--- src/rtl/uart_pkg.sv ---
// Shared types and constants for the UART transmit path.
package uart_pkg;

    localparam int UART_DAT_WIDTH = 8;

    typedef enum logic [1:0] {
        IDLE = 2'd0,
        XFER = 2'd1,
        LOCK = 2'd2
    } arb_state_t;

endpackage

--- src/rtl/uart_tx_arbiter_rr_pick.sv ---
// Combinational round-robin picker: first valid index at or above ptr_i, wrapping.
module rr_pick #(
    parameter int NUM_REQ = 4,
    parameter int PTR_W   = $clog2(NUM_REQ)
) (
    input  logic [NUM_REQ-1:0] valid_i,
    input  logic [PTR_W-1:0]   ptr_i,
    output logic [NUM_REQ-1:0] pick_o,
    output logic               any_valid_o
);

    int   idx;
    logic found;

    always_comb begin
        pick_o      = '0;
        any_valid_o = |valid_i;
        found       = 1'b0;
        idx         = 0;
        for (int k = 0; k < NUM_REQ; k++) begin
            // explicit wrap keeps non-power-of-two requester counts in range
            idx = int'(ptr_i) + k;
            if (idx >= NUM_REQ) idx = idx - NUM_REQ;
            if (!found && valid_i[idx]) begin
                pick_o[idx] = 1'b1;
                found       = 1'b1;
            end
        end
    end

endmodule

--- src/rtl/uart_tx_arbiter.sv ---
// Round-robin arbiter feeding byte streams to a Wishbone UART transmitter,
// with packet locking so multi-byte packets are never interleaved.
module uart_tx_arbiter
    import uart_pkg::*;
#(
    parameter int NUM_REQ      = 4,
    parameter int DAT_WIDTH    = UART_DAT_WIDTH,
    parameter int LOCK_TIMEOUT = 1024
) (
    input  logic                         clk_i,
    input  logic                         rst_ni,
    input  logic [NUM_REQ-1:0]           req_valid_i,
    input  logic [NUM_REQ*DAT_WIDTH-1:0] req_data_i,
    input  logic [NUM_REQ-1:0]           req_last_i,
    output logic [NUM_REQ-1:0]           req_ready_o,
    output logic                         wb_cyc_o,
    output logic                         wb_stb_o,
    output logic                         wb_we_o,
    output logic [DAT_WIDTH-1:0]         wb_dat_o,
    input  logic                         wb_ack_i,
    output logic [NUM_REQ-1:0]           grant_o,
    output logic                         busy_o
);

    localparam int PTR_W = $clog2(NUM_REQ);
    localparam int CNT_W = $clog2(LOCK_TIMEOUT) + 1;
    localparam logic [CNT_W-1:0] CNT_LAST = CNT_W'(LOCK_TIMEOUT - 1);
    localparam logic [CNT_W-1:0] CNT_MAX  = '1;

    arb_state_t           state_q, state_d;
    logic [PTR_W-1:0]     ptr_q, ptr_d;
    logic [PTR_W-1:0]     owner_q, owner_d;
    logic [CNT_W-1:0]     cnt_q, cnt_d;
    logic [DAT_WIDTH-1:0] dat_q, dat_d;
    logic                 last_q, last_d;

    logic [NUM_REQ-1:0]   pick;
    logic                 any_valid;
    logic [PTR_W-1:0]     pick_idx;
    logic [PTR_W-1:0]     owner_inc;
    logic [PTR_W-1:0]     acc_idx;
    logic                 accept;

    rr_pick #(
        .NUM_REQ (NUM_REQ),
        .PTR_W   (PTR_W)
    ) u_rr_pick (
        .valid_i     (req_valid_i),
        .ptr_i       (ptr_q),
        .pick_o      (pick),
        .any_valid_o (any_valid)
    );

    always_comb begin
        pick_idx = '0;
        for (int i = 0; i < NUM_REQ; i++) begin
            if (pick[i]) pick_idx = PTR_W'(i);
        end
    end

    assign owner_inc = (owner_q == PTR_W'(NUM_REQ - 1)) ? '0 : owner_q + PTR_W'(1);

    always_comb begin
        state_d     = state_q;
        ptr_d       = ptr_q;
        owner_d     = owner_q;
        cnt_d       = cnt_q;
        dat_d       = dat_q;
        last_d      = last_q;
        req_ready_o = '0;
        accept      = 1'b0;
        acc_idx     = owner_q;
        case (state_q)
            IDLE: begin
                if (any_valid) begin
                    accept  = 1'b1;
                    acc_idx = pick_idx;
                end
            end
            XFER: begin
                if (wb_ack_i) begin
                    if (last_q) begin
                        state_d = IDLE;
                        ptr_d   = owner_inc;
                    end else begin
                        state_d = LOCK;
                        cnt_d   = '0;
                    end
                end
            end
            LOCK: begin
                // owner beats an expiring timeout in the same cycle
                if (req_valid_i[owner_q]) begin
                    accept = 1'b1;
                end else if (cnt_q == CNT_LAST) begin
                    state_d = IDLE;
                    ptr_d   = owner_inc;
                end else if (cnt_q != CNT_MAX) begin
                    cnt_d = cnt_q + CNT_W'(1);
                end
            end
            default: state_d = IDLE;
        endcase
        // ready must stay low while reset is held, even in IDLE
        if (accept && rst_ni) begin
            req_ready_o[acc_idx] = 1'b1;
            dat_d                = req_data_i[acc_idx*DAT_WIDTH +: DAT_WIDTH];
            last_d               = req_last_i[acc_idx];
            owner_d              = acc_idx;
            state_d              = XFER;
        end
    end

    always_ff @(posedge clk_i or negedge rst_ni) begin
        if (!rst_ni) begin
            state_q <= IDLE;
            ptr_q   <= '0;
            owner_q <= '0;
            cnt_q   <= '0;
            dat_q   <= '0;
            last_q  <= 1'b0;
        end else begin
            state_q <= state_d;
            ptr_q   <= ptr_d;
            owner_q <= owner_d;
            cnt_q   <= cnt_d;
            dat_q   <= dat_d;
            last_q  <= last_d;
        end
    end

    assign wb_cyc_o = (state_q == XFER);
    assign wb_stb_o = (state_q == XFER);
    assign wb_we_o  = (state_q == XFER);
    assign wb_dat_o = (state_q == XFER) ? dat_q : '0;
    assign busy_o   = (state_q != IDLE);
    assign grant_o  = (state_q == IDLE) ? '0 : (NUM_REQ'(1) << owner_q);

endmodule

--- config.mk ---
export PLATFORM = sky130hd
export DESIGN_NAME = uart_tx_arbiter
export DESIGN_NICKNAME = d
export VERILOG_FILES = /design/src/rtl/uart_pkg.sv /design/src/rtl/uart_tx_arbiter_rr_pick.sv /design/src/rtl/uart_tx_arbiter.sv
export SDC_FILE = /design/constraint.sdc
export NUM_CORES = 1
export LEC_CHECK = 0
export CORE_AREA = 2 2 73 75
export CTS_BUF_LIST = sky130_fd_sc_hd__clkbuf_8 sky130_fd_sc_hd__clkbuf_16
export DETAILED_ROUTE_END_ITERATION = 10
export DIE_AREA = 0 0 75 77
export MAX_ROUTING_LAYER = met4
export PLACE_DENSITY_LB_ADDON = 0.05
export SYNTH_ARGS = -nofsm -noshare
export SYNTH_HDL_FRONTEND = slang
export SYNTH_SLANG_ARGS = --single-unit
--- constraint.sdc ---
create_clock -name clk_i -period 4.3 [get_ports clk_i]
set_clock_uncertainty 0.2 [all_clocks]
set_input_delay 0.86 -clock clk_i [delete_from_list [all_inputs] [get_ports clk_i]]
set_output_delay 0.86 -clock clk_i [all_outputs]
set_load 0.02 [all_outputs]
After elaboration in Yosys (flattened, before gate mapping). Index checks and enable logic that the tools add are counted.

Bits in registers: 26. Logic and storage cells: 136. Input bits: 43. Output and inout bits: 20.

Equal/unequal tests: 16. Add/sub/neg operators: 9. Bitwise logic cells: 3. Order comparisons: 15. Multiplexer cells: 66. Shifts and indexed selects: 2. Reductions and logical operators: 19.

Operators by type and width (count): 32-bit by 1-bit greater-or-equal comparator with 1-bit output (second input constant) (4); 32-bit by 4-bit less-than comparator with 1-bit output (second input constant) (4); 32-bit 2-to-1 mux (4); 32-bit by 4-bit greater-or-equal comparator with 1-bit output (second input constant) (3); 32-bit by 4-bit subtractor with 32-bit output (second input constant) (3); 11-bit 2-to-1 mux (5); 32-bit by 6-bit indexed part select with 8-bit output (1); 2-bit 2-to-1 mux (14); 4-bit 2-to-1 mux (6); 11-bit case mux with 2 select lines (1); 1-bit 2-to-1 mux (21); 1-bit binary-select mux with 2-bit select (6); 2-bit inequality test (second input constant) (6); 4-bit OR (3); 11-bit by 1-bit adder with 11-bit output (second input constant) (1); 11-bit by 10-bit equality test with 1-bit output (second input constant) (1); 11-bit inequality test (second input constant) (1); 1-bit demux with 2-bit select (5); 1-bit logical AND (9); 8-bit 2-to-1 mux (1); 2-bit by 2-bit adder with 3-bit output (second input constant) (2); 2-bit by 3-bit less-than comparator with 1-bit output (second input constant) (2); 3-bit inequality test (second input constant) (2); 2-bit case mux with 3 select lines (1); other kinds (19) (24).

Depth between registers and ports, before layout.
Depth after elaboration: 25. Mapped depth: 12.

By module. Synthesis repeated with hierarchy kept, for this count alone.

Cells, all modules: 273. Area, all modules: 2366.0 um^2.

By module, submodules not included: uart_tx_arbiter (cells an instance 234, sequential area each 650.6 um^2, area an instance 2000.7 um^2, instances 1); rr_pick (cells an instance 39, sequential area each 0.0 um^2, area an instance 365.4 um^2, instances 1).

Worst setup path after synthesis. No wires, ideal clock.

Kind: input to output. From: in req_valid_i[3]. To: out req_ready_o[0]. Buffers on the path: 2. Stages: 9. Setup slack: 0.507 ns. Arrival: 2.733 ns. Required time: 3.240 ns. Cell sequence: mux4_2 -> nand2_1 -> o211ai_1 -> a211oi_2 -> buf_6 -> nand2_4 -> a21o_1 -> buf_6 -> nor2_1.

Word-level cells in the longest chain between the ends: 23. Elaborated cells on any way between the ends: 46. Classes of those cells: 2 x order compare; 32 x mux; 3 x bitwise; 9 x reduce/logical.

RTL lines: start, declared (RTL line uart_tx_arbiter.sv:12) `input logic [NUM_REQ-1:0] req_valid_i,`; 1-bit binary-select mux with 2-bit select (RTL line uart_tx_arbiter_rr_pick.sv:24) `if (!found && valid_i[idx]) begin`; 1-bit 2-to-1 mux (implied by the code) (2 in a row) (RTL line uart_tx_arbiter_rr_pick.sv:24); 1-bit 2-to-1 mux (RTL line uart_tx_arbiter_rr_pick.sv:24); 1-bit zero test (RTL line uart_tx_arbiter_rr_pick.sv:24); 1-bit logical AND (RTL line uart_tx_arbiter_rr_pick.sv:24); 1-bit 2-to-1 mux (RTL line uart_tx_arbiter_rr_pick.sv:24); 1-bit zero test (RTL line uart_tx_arbiter_rr_pick.sv:24); 1-bit logical AND (RTL line uart_tx_arbiter_rr_pick.sv:24); [... 5 more ...]; 2-bit 2-to-1 mux (2 in a row) (RTL line uart_tx_arbiter.sv:57) `if (pick[i]) pick_idx = PTR_W'(i);`; 2-bit 2-to-1 mux (RTL line uart_tx_arbiter.sv:75) `if (any_valid) begin`; 2-bit 2-to-1 mux (RTL line uart_tx_arbiter.sv:73) `case (state_q)`; 2-bit by 3-bit less-than comparator with 1-bit output (implied by the code) / 2-bit by 1-bit greater-or-equal comparator with 1-bit output (equally long branches) (RTL line uart_tx_arbiter.sv:106) `req_ready_o[acc_idx] = 1'b1;`; 1-bit logical AND (implied by the code) (RTL line uart_tx_arbiter.sv:106); 1-bit 2-to-1 mux (implied by the code) (RTL line uart_tx_arbiter.sv:106); 1-bit demux with 2-bit select (RTL line uart_tx_arbiter.sv:106); 4-bit 2-to-1 mux (*) (RTL line uart_tx_arbiter.sv:105) `if (accept && rst_ni) begin`; end, declared (RTL line uart_tx_arbiter.sv:15) `output logic [NUM_REQ-1:0] req_ready_o,`.

Mark *: on every way between the ends. The rest lies on a longest branch, timed or not. The select of a mux whose other input is x is not followed.

Final worst setup path.
From: in req_valid_i[3]. To: out req_ready_o[3].

Same word-level chain as after synthesis.

==> results.py <==
metrics = {
    "run_status": {
        "status": "completed",
    },
    "timing": {
        "worst_pin_slew_ps": 494,
        "final-max-slew-violation-count": 0,
        "report.final.hold_viol_count": 0,
        "setup_total_negative_slack_ps": 0,
        "setup_viol_count_final": 0,
        "min_period_over_period_pct": 92.0,
        "max_freq_ghz": 0.253,
        "relative_slew_slack_pct": 67.1,
        "grt_setup_unrepaired": "no",
        "final_min_period_ps": 3960,
    },
    "drt": {
        "remaining_drc_errors": 0,
        "first_pass_detailed_route_iteration_total": 4,
        "detailed_router_s_first_iteration_violation_count": 48,
        "postRouteWirelength_mm": 5.69,
        "detail-route-antenna-nets": 0,
        "avgViaCountPerCell": 5.37,
        "vias": 2213,
        "wirelength_per_cell_um": 13.8,
    },
    "floorplan": {
        "die_h_um": 77,
        "floorplan.core_area_um2": 4980,
        "rows": 26,
        "die_width_um": 75,
        "start_util_pct": 47.4,
        "ioPinCount": 63,
        "floorplan.die_area_um2": 5780,
    },
    "cts": {
        "cts_setup_buffers": 0,
        "tritoncts.num_buffers": 3,
        "clkSlewWorstSetupHoldPaths_ps": 90,
        "source_to_sink_clock_delay_at_the_later_pin_of_the_worst_skew_pair_ps": 270,
        "cts_max_path_buffers": 2,
        "h-tree-depth": 1,
        "tritoncts_num_sinks": 26,
        "tritoncts": "done",
        "ctsRootBufferMaster": "sky130_fd_sc_hd__clkbuf_8",
    },
    "cells_and_area": {
        "layout.nets": 401,
        "final_layout_size_suffix_gt1_share_pct": 14.9,
        "signed_area_change_from_the_synthesized_netlist_to_the_final_layout_pct": 34.9,
        "n_antenna_cell": 0,
    },
    "pwr": {
        "totalPowerFinal_mw": 2.25,
        "power-per-cell-area_nw_per_um2": 708,
        "leakage_nw": 1.50,
        "irDropWorstVdd_uv": 329,
    },
    "logic_synthesis": {
        "yosys_most_used_dff": "sky130_fd_sc_hd__dfrtp_1",
        "netlist.top_cell.by_area": "sky130_fd_sc_hd__dfrtp_1",
        "portion_of_the_post_synthesis_area_used_by_sequential_elements_pct": 27.6,
        "synth_most_common_cell": "sky130_fd_sc_hd__nand2_1",
        "async_set_or_reset_flop_fraction_in_the_synthesized_netlist_pct": 100,
        "synthCells": 272,
        "synth_fp_nets": 330,
        "synth_top_cell_area_share_pct": 27.6,
        "synth-seq-cells": 26,
        "post_synth.cell_area_avg_um2": 8.68,
        "ys_warnings": 0,
        "synth.cell_area_um2": 2360,
        "synth.distinct_cells": 42,
        "post_synth_most_frequent_cells": "sky130_fd_sc_hd__nand2_1, sky130_fd_sc_hd__dfrtp_1, sky130_fd_sc_hd__nand3_1",
        "synthTopCellsByArea": "sky130_fd_sc_hd__dfrtp_1, sky130_fd_sc_hd__ha_1, sky130_fd_sc_hd__mux2i_1",
        "synth_edf_count": 0,
    },
    "run": {
        "cap_viol_max_count": 0,
    },
    "worst_hold_path": {
        "hold_path_class": "flip-flop to flip-flop",
        "min_delay_path_depth": 2,
    },
    "critical_path": {
        "rr_worst_depth": 11,
        "start_kind": "input pin",
        "critical_path.endpoint_type": "output port",
        "cp.arrival_ps": 2900,
        "path_class": "input pin to output port",
        "worst-path-max-fanout": 7,
        "timing.critical_path.required_ps": 3240,
    },
    "global_route": {
        "grt_first_pass_wirelength_mm": 9.54,
        "antenna_found_initial": 0,
        "globalRoute.totalOverflow": 0,
        "grt_max_degree": 24,
        "tot_gr_track_use_pct": 21.3,
        "number_of_global_route_vias_before_repair": 2082,
    },
    "placed_design": {
        "routability_congestion_estimate": 0.857,
        "dpl.hpwl_mm": 4.45,
        "io_buffer_count": 62,
    },
}
cell families after synthesis:
family | share of synthesized area [%]
and+or+nand+nor | 24.7
DFF | 27.6
AOI/OAI and AO/OA | 21.6
muxes | 11.5
adders and majority gates | 7.95
buffers and inverters | 6.73
report_power, final:
part	switching, mW	total, mW	internal, mW	leakage, nW
combinational	0.971	1.72	0.748	1.13
sequential	0.0532	0.376	0.323	0.340
clock	0.0770	0.159	0.0818	0.0288
total	1.10	2.25	1.15	1.50
metal layers:
layer	GRT usage, %	vias up	wire length (um)	share of wire [%]
met3	3.81	2	243	4.3
met1	28.2	1047	2610	46
li1	-	1108	-	-
met2	34.8	56	2820	50
met5	-	-	0	0
met4	2.50	0	17	0.30
critical path, cell delays in order:
cell and delay, ps:
sky130_fd_sc_hd__dlymetal6s2s_1 190, sky130_fd_sc_hd__mux4_2 580, sky130_fd_sc_hd__buf_4 190, sky130_fd_sc_hd__nor3b_4 300, sky130_fd_sc_hd__a211oi_4 100, sky130_fd_sc_hd__nand2_4 80, sky130_fd_sc_hd__nand3_1 130, sky130_fd_sc_hd__nor2_1 120
sky130_fd_sc_hd__dlygate4sd2_1 340
stage by stage:
| step | hold slack (ps) | utilization (%) | cells | setup WS (ps) | cell area [um^2] |
|---|---|---|---|---|---|
| after floorplan | 249 | - | 272 | 507 | 2360 |
| after global placement | 265 | 62.6 | 408 | -255 | 3120 |
| after detailed placement | 264 | 62.6 | 408 | -328 | 3120 |
| after CTS | 291 | 63.8 | 412 | 15.4 | 3170 |
| after global routing | 307 | 64.0 | 412 | 257 | 3180 |
| final | 288 | 64.0 | 412 | 345 | 3180 |
what timing repair did:
action	CTS	global route
gates resized for setup	10	7
setup endpoints to repair	4	4
pin swaps	0	1
hold buffers	0	0
path summary, 6_finish.rpt:
path | from | end | slack, ps
min in group asynchronous | rst_ni | dat_q[2] | 640
worst min-delay path | dat_q[7] | dat_q[7] | 290
worst max register to register | ptr_q[0] | dat_q[6] | 1240
worst max-delay path | req_valid_i[3] | req_ready_o[3] | 340
max in group asynchronous | rst_ni | state_q[1] | 2650
worst min register to register | dat_q[7] | dat_q[7] | 290
registers in the layout, summed over array words and instances (netlist names):
register	cells
last_q	1
state_q	2
owner_q	2
cnt_q	11
dat_q	8
ptr_q	2
cells in the final DEF (no fill, tap or decap), types with 2 or more instances in the layout:
cell / count
sky130_fd_sc_hd__o211ai_2: 8
sky130_fd_sc_hd__ha_1: 15
sky130_fd_sc_hd__nor3b_1: 2
sky130_fd_sc_hd__buf_4: 22
sky130_fd_sc_hd__o211ai_1: 3
sky130_fd_sc_hd__nor2_1: 9
sky130_fd_sc_hd__a21o_1: 7
sky130_fd_sc_hd__nor2b_1: 6
sky130_fd_sc_hd__dfrtp_1: 26
sky130_fd_sc_hd__a211oi_4: 2
sky130_fd_sc_hd__o21ai_0: 12
sky130_fd_sc_hd__a22o_1: 6
sky130_fd_sc_hd__and2_1: 8
sky130_fd_sc_hd__nor3_1: 8
sky130_fd_sc_hd__nor4_1: 2
sky130_fd_sc_hd__nand2_1: 41
sky130_fd_sc_hd__clkdlybuf4s50_1: 54
sky130_fd_sc_hd__mux4_2: 4
sky130_fd_sc_hd__nand3_1: 25
sky130_fd_sc_hd__clkdlybuf4s15_2: 2
sky130_fd_sc_hd__inv_1: 11
sky130_fd_sc_hd__a21oi_1: 21
sky130_fd_sc_hd__mux2i_1: 18
sky130_fd_sc_hd__dlymetal6s2s_1: 4
sky130_fd_sc_hd__clkbuf_8: 4
sky130_fd_sc_hd__nand4_1: 2
layout make-up:
class,count,area (um^2)
clock buffers,4,55.1
repair buffers,84,792
inverters,11,41.3
multi-input cells,217,1560
flip-flops and latches,26,651
well taps,70,87.6
fillers,467,1790
No activity file was read; power rests on OpenSTA's default activity.
==> RTL edit 1: new RTL, config.mk and constraints unchanged <==
`dat_q` no longer has a reset.
--- a/src/rtl/uart_tx_arbiter.sv
+++ b/src/rtl/uart_tx_arbiter.sv
@@ -119,3 +119,2 @@
             cnt_q   <= '0;
-            dat_q   <= '0;
             last_q  <= 1'b0;
@@ -126,5 +125,8 @@
             cnt_q   <= cnt_d;
-            dat_q   <= dat_d;
             last_q  <= last_d;
         end
+    end
+
+    always_ff @(posedge clk_i) begin
+        dat_q <= dat_d;
     end
Formal check against the unedited RTL: no difference found for any inputs over 10 cycles, from zero or initial values and one cycle with rst_ni low; that may be too few to reach the edited logic, so the function may still have changed.
==> RTL edit 1 against the unedited design <==
Total power down 7.0%. Fmax down 6.1%. Combinational power down 12%. Final cell count down 12%. Setup slack worse by 0.26 ns. Sequential cell count unchanged. Die area unchanged. Synthesized cell count down 22%. Routed wire length down 18%. Cell area down 4.7%. Area after synthesis down 9.9%. Utilization down 3.0 points. Register-to-register slack worse by 0.06 ns. Largest power group unchanged. Highest routed layer unchanged.
==> RTL edit 1: results (changes against the unedited design) <==
routed wire length on met2=2.333 mm (-17%); filler instances=452 (-3.2%); Worst Hold Launch=cnt_q[10]; Worst Hold Path EP=cnt_q[10]; Critical Path AT=3.15 ns (+0.25 ns); Slew HR=67.77% (+0.68 points); gpl congestion=0.8171 (-4.7%); root buf cell=clkbuf_8; largest net degree at the start of global routing=19 (-21%); latest clock arrival within the worst-skew pair=0.27 ns (about the same); R2R Setup Slk=1.18 ns (-0.06 ns); WHS Path Cells=1 (-1); FF-to-FF End=dat_q[0]; R2R depth=12 (+1); Synth cell types=47 (+12%); layout cells sized above 1=18.37% (+3.5 points); Async S/R FF share, synth=69.23% (-31 points); Synthesized Nets=270 (-18%); number of flops mapped to enable cells by yosys=8 (+8); top post-synthesis cells by area=dfrtp_1 (21%), mux2i_1 (12%), edfxtp_1 (11%), ha_1 (8.8%), nand2_1 (3.4%); M1 WL=2.070 mm (-21%); clock tree buffer depth=2 (unchanged); DR iter-0 viols=116 (+140%); peak supply drop=0.0004768 V (+45%); Antenna Diode Count=0 (unchanged); status=complete, no violations; most instantiated cells after synthesis=mux2i_1 (25), nand2_1 (19), dfrtp_1 (18), ha_1 (15), nor2_1 (13); hold_ws=0.3188 ns (+0.03078 ns); final net count=353 (-12%); HPWL Detailed=3.734 mm (-16%); drt wl/cell=12.77 um (-7.5%); via count=1824 (-18%); vias in the first global route=1818 (-13%); first-pass GRT wire length=8.148 mm (-15%); worst reg2reg path startpoint=ptr_q[1]; leakage power=1.349 nW (-9.9%); Worst Path Max Fanout=4 (-3); sequential share of the synthesized area=32.47% (+4.9 points); Total GRT Usage=18.28% (-3.0 points)
[RTL edit 1: layer usage]
metal	GRT usage (%)	up-vias
met5	-	-
met3	3.285	4
met4	3.750	0
met1	23.49	847
li1	-	919
met2	29.91	54
[RTL edit 1: power by group]
part	internal, mW	total, mW	switching [mW]	leakage, nW
Sequential	0.354	0.391	0.0365	0.313
Clock	0.101	0.182	0.0803	0.0339
Combinational	0.754	1.52	0.770	1.00
[RTL edit 1: worst max path at each step]
stage	from	to	slack (ns)	cells past startpoint
floorplan	req_valid_i[2]	req_ready_o[1]	0.50	7
global placement	req_valid_i[2]	req_ready_o[0]	-0.37	10
detailed placement	req_valid_i[2]	req_ready_o[0]	-0.34	10
CTS	req_valid_i[3]	req_ready_o[1]	0.002	9
global route	req_valid_i[0]	req_ready_o[2]	-0.001	9
finish	req_valid_i[0]	req_ready_o[2]	0.09	8
[RTL edit 1: what timing repair did]
item,CTS,global route
resized for setup,15,9
setup endpoints to repair,4,4
hold buffers,0,0
setup buffers,3,1
pin swaps,1,3
[RTL edit 1: area by class of cell]
type	instances	area share, %
flip-flops and latches	26	22.76
multi-input cells	165	44.04
clock buffers	4	2.186
well taps	70	2.887
inverters	11	1.361
repair buffers	88	26.76
[RTL edit 1: through the flow]
stage                     setup slack, ns  cells  area, um^2  power (mW)  utilization (%)
after floorplan                    0.5022    212        2127       1.405                -
after global placement            -0.3739    356        2925       1.860            58.77
after detailed placement          -0.3414    356        2925       1.864            58.77
after CTS                        0.001882    363        3009       2.088            60.46
after global routing            -0.001307    364        3034       2.269            60.96
final                             0.08605    364        3034       2.096            60.96
[RTL edit 1: critical path, cell delays in order]
cell	delay, ns
clkdlybuf4s50_1	0.46
mux4_2	0.50
nor2b_1	0.15
o31a_1	0.33
buf_4	0.15
a32oi_2	0.25
and3_1	0.19
clkdlybuf4s15_2	0.26
[RTL edit 1: kinds of logic after synthesis]
kind of cell | Yosys count | share of synthesized area [%]
buffers and inverters | 21 | 5.470
and+or+nand+nor | 76 | 18.82
AOI/OAI and AO/OA | 40 | 15.94
adders and majority gates | 15 | 8.824
DFF | 26 | 32.47
xor gates and xnor gates | 3 | 1.236
muxes | 31 | 17.24
==> RTL edit 2: new RTL, same settings <==
Without the edit above. `UART_DAT_WIDTH`: 8 -> 12.
--- a/src/rtl/uart_pkg.sv
+++ b/src/rtl/uart_pkg.sv
@@ -3,3 +3,3 @@
 
-    localparam int UART_DAT_WIDTH = 8;
+    localparam int UART_DAT_WIDTH = 12;
 
Interface: changed (resized req_data_i and wb_dat_o); port bits go from 63 to 83. The function was not compared with the original's and may differ.
==> RTL edit 2 against the unedited design <==
Total power grew 23%. Global-route usage grew 3.4 points. Sequential share of layout area grew 0.14 points. Combinational power grew 22%. Fmax shrank 3.5%. Sequential cell count grew 4. Area after synthesis grew 9.6%. Critical path type unchanged. Largest power group unchanged. Setup slack lost 0.15 ns. Cell area grew 15%. Routed wire length grew 17%. Sequential power grew 18%. Critical endpoint is now req_ready_o[2]. Non-clock buffer count grew 26. Highest routed layer unchanged.
==> RTL edit 2: results (changes against the unedited design) <==
CP peak stage delay=0.42 ns (-0.16 ns); HPWL Detailed=4.959 mm (+11%); gpl congestion=0.8541 (-0.38%); top post-synthesis cells by area=dfrtp_1 (29%), ha_1 (7.3%), o211ai_2 (6.3%), mux2i_1 (5.0%), nand2_1 (4.1%); leakage power=1.646 nW (+10%); R2R Setup Slk=1.14 ns (-0.10 ns); Avg Cell Area, Syn=9.834 um^2 (+13%); Worst path slowest cell=or3b_4; total CTS buffers=5 (+2); filler instances=406 (-13%); FF-to-FF End=dat_q[2]; peak supply drop=0.0005606 V (+70%); Critical Path AT=3.04 ns (+0.14 ns); min-delay worst type=flip-flop to flip-flop; Worst Path Max Fanout=8 (+1); via count=2359 (+6.6%); first-pass GRT wire length=10.94 mm (+15%); Synthesized Nets=337 (+2.1%); Worst Setup EP=req_ready_o[2]; # H-tree levels=2 (+1); Worst Tran Pin Value=0.6122 ns (+0.1186 ns); sequential share of the synthesized area=29.03% (+1.5 points); Total GRT Usage=24.68% (+3.4 points); layout cells sized above 1=21.04% (+6.1 points); largest net degree at the start of global routing=31 (+29%); status=complete, no violations; vias in the first global route=2315 (+11%); top flop regs=dat_q: 12 flops, cnt_q: 11 flops; DR iter-0 viols=87 (+81%)
==> RTL edit 2: cell types whose count changed after synthesis, moves of 6 or more <==
cell	unedited run	this run
o211ai_1	3	12
nand2_1	41	28
a21oi_1	21	5
clkbuf_1	9	3
nand3_1	25	4
a21boi_1	0	9
nor3_1	8	0
and3_1	0	9
xor2_1	0	7
==> RTL edit 2: cell families after synthesis <==
| logic type | after synthesis | synth area share, % |
|---|---|---|
| AOI/OAI and AO/OA | 70 | 23.27 |
| xor gates and xnor gates | 7 | 2.371 |
| adders and majority gates | 15 | 7.257 |
| buffers and inverters | 27 | 8.031 |
| DFF | 30 | 29.03 |
| muxes | 19 | 9.675 |
| and+or+nand+nor | 95 | 20.37 |
==> RTL edit 2: timing repair <==
item                       in CTS  in global routing
pin swaps                       1                  0
hold endpoints to repair        0                  0
setup endpoints to repair       4                  4
resized for setup              15                  7
buffers inserted                3                  0
==> RTL edit 2: routing by layer <==
metal / global-route usage, % / share of wire [%] / wire length, um
met3: 3.811 / 5.1 / 337
met1: 32.84 / 43 / 2875
met4: 6.250 / 0.86 / 57
met2: 38.95 / 51 / 3359
met5: - / 0 / 0
==> RTL edit 2: stage by stage <==
step | TNS [ns] | utilization (%) | setup WS, ns | power, mW
final | 0 | 73.30 | 0.1995 | 2.779
after global routing | 0 | 73.30 | 0.09297 | 3.010
after CTS | 0 | 72.93 | 0.001060 | 2.776
after detailed placement | -1.588 | 70.79 | -0.4442 | 2.513
after global placement | -1.422 | 70.79 | -0.4119 | 2.479
after floorplan | 0 | - | 0.4043 | 1.939
==> RTL edit 2: cell type report <==
cell class / count / area share, %
Sequential cell: 30 / 20.58
Clock buffer: 6 / 2.263
Clock inverter: 2 / 0.3429
Timing Repair Buffer: 110 / 28.02
Tap cell: 70 / 2.401
Multi-Input combinational cell: 206 / 45.16
Inverter: 12 / 1.235
==> RTL edit 2: power by group through the flow <==
stage	registers [mW]	clock network [mW]	logic [mW]
after floorplan	0.437	0	1.50
after global placement	0.441	0	2.04
after detailed placement	0.444	0	2.07
after CTS	0.440	0.248	2.09
after global routing	0.454	0.261	2.29
final	0.442	0.239	2.10
==> RTL edit 2: worst min-delay path by stage <==
| stage | start | to | slack (ns) | cells past startpoint |
|---|---|---|---|---|
| after global routing | dat_q[3] | dat_q[3] | 0.32 | 2 |
| after CTS | dat_q[3] | dat_q[3] | 0.29 | 2 |
| final | dat_q[3] | dat_q[3] | 0.28 | 2 |
| after global placement | dat_q[0] | dat_q[0] | 0.26 | 2 |
| after floorplan | dat_q[0] | dat_q[0] | 0.25 | 2 |
| after detailed placement | dat_q[3] | dat_q[3] | 0.27 | 2 |
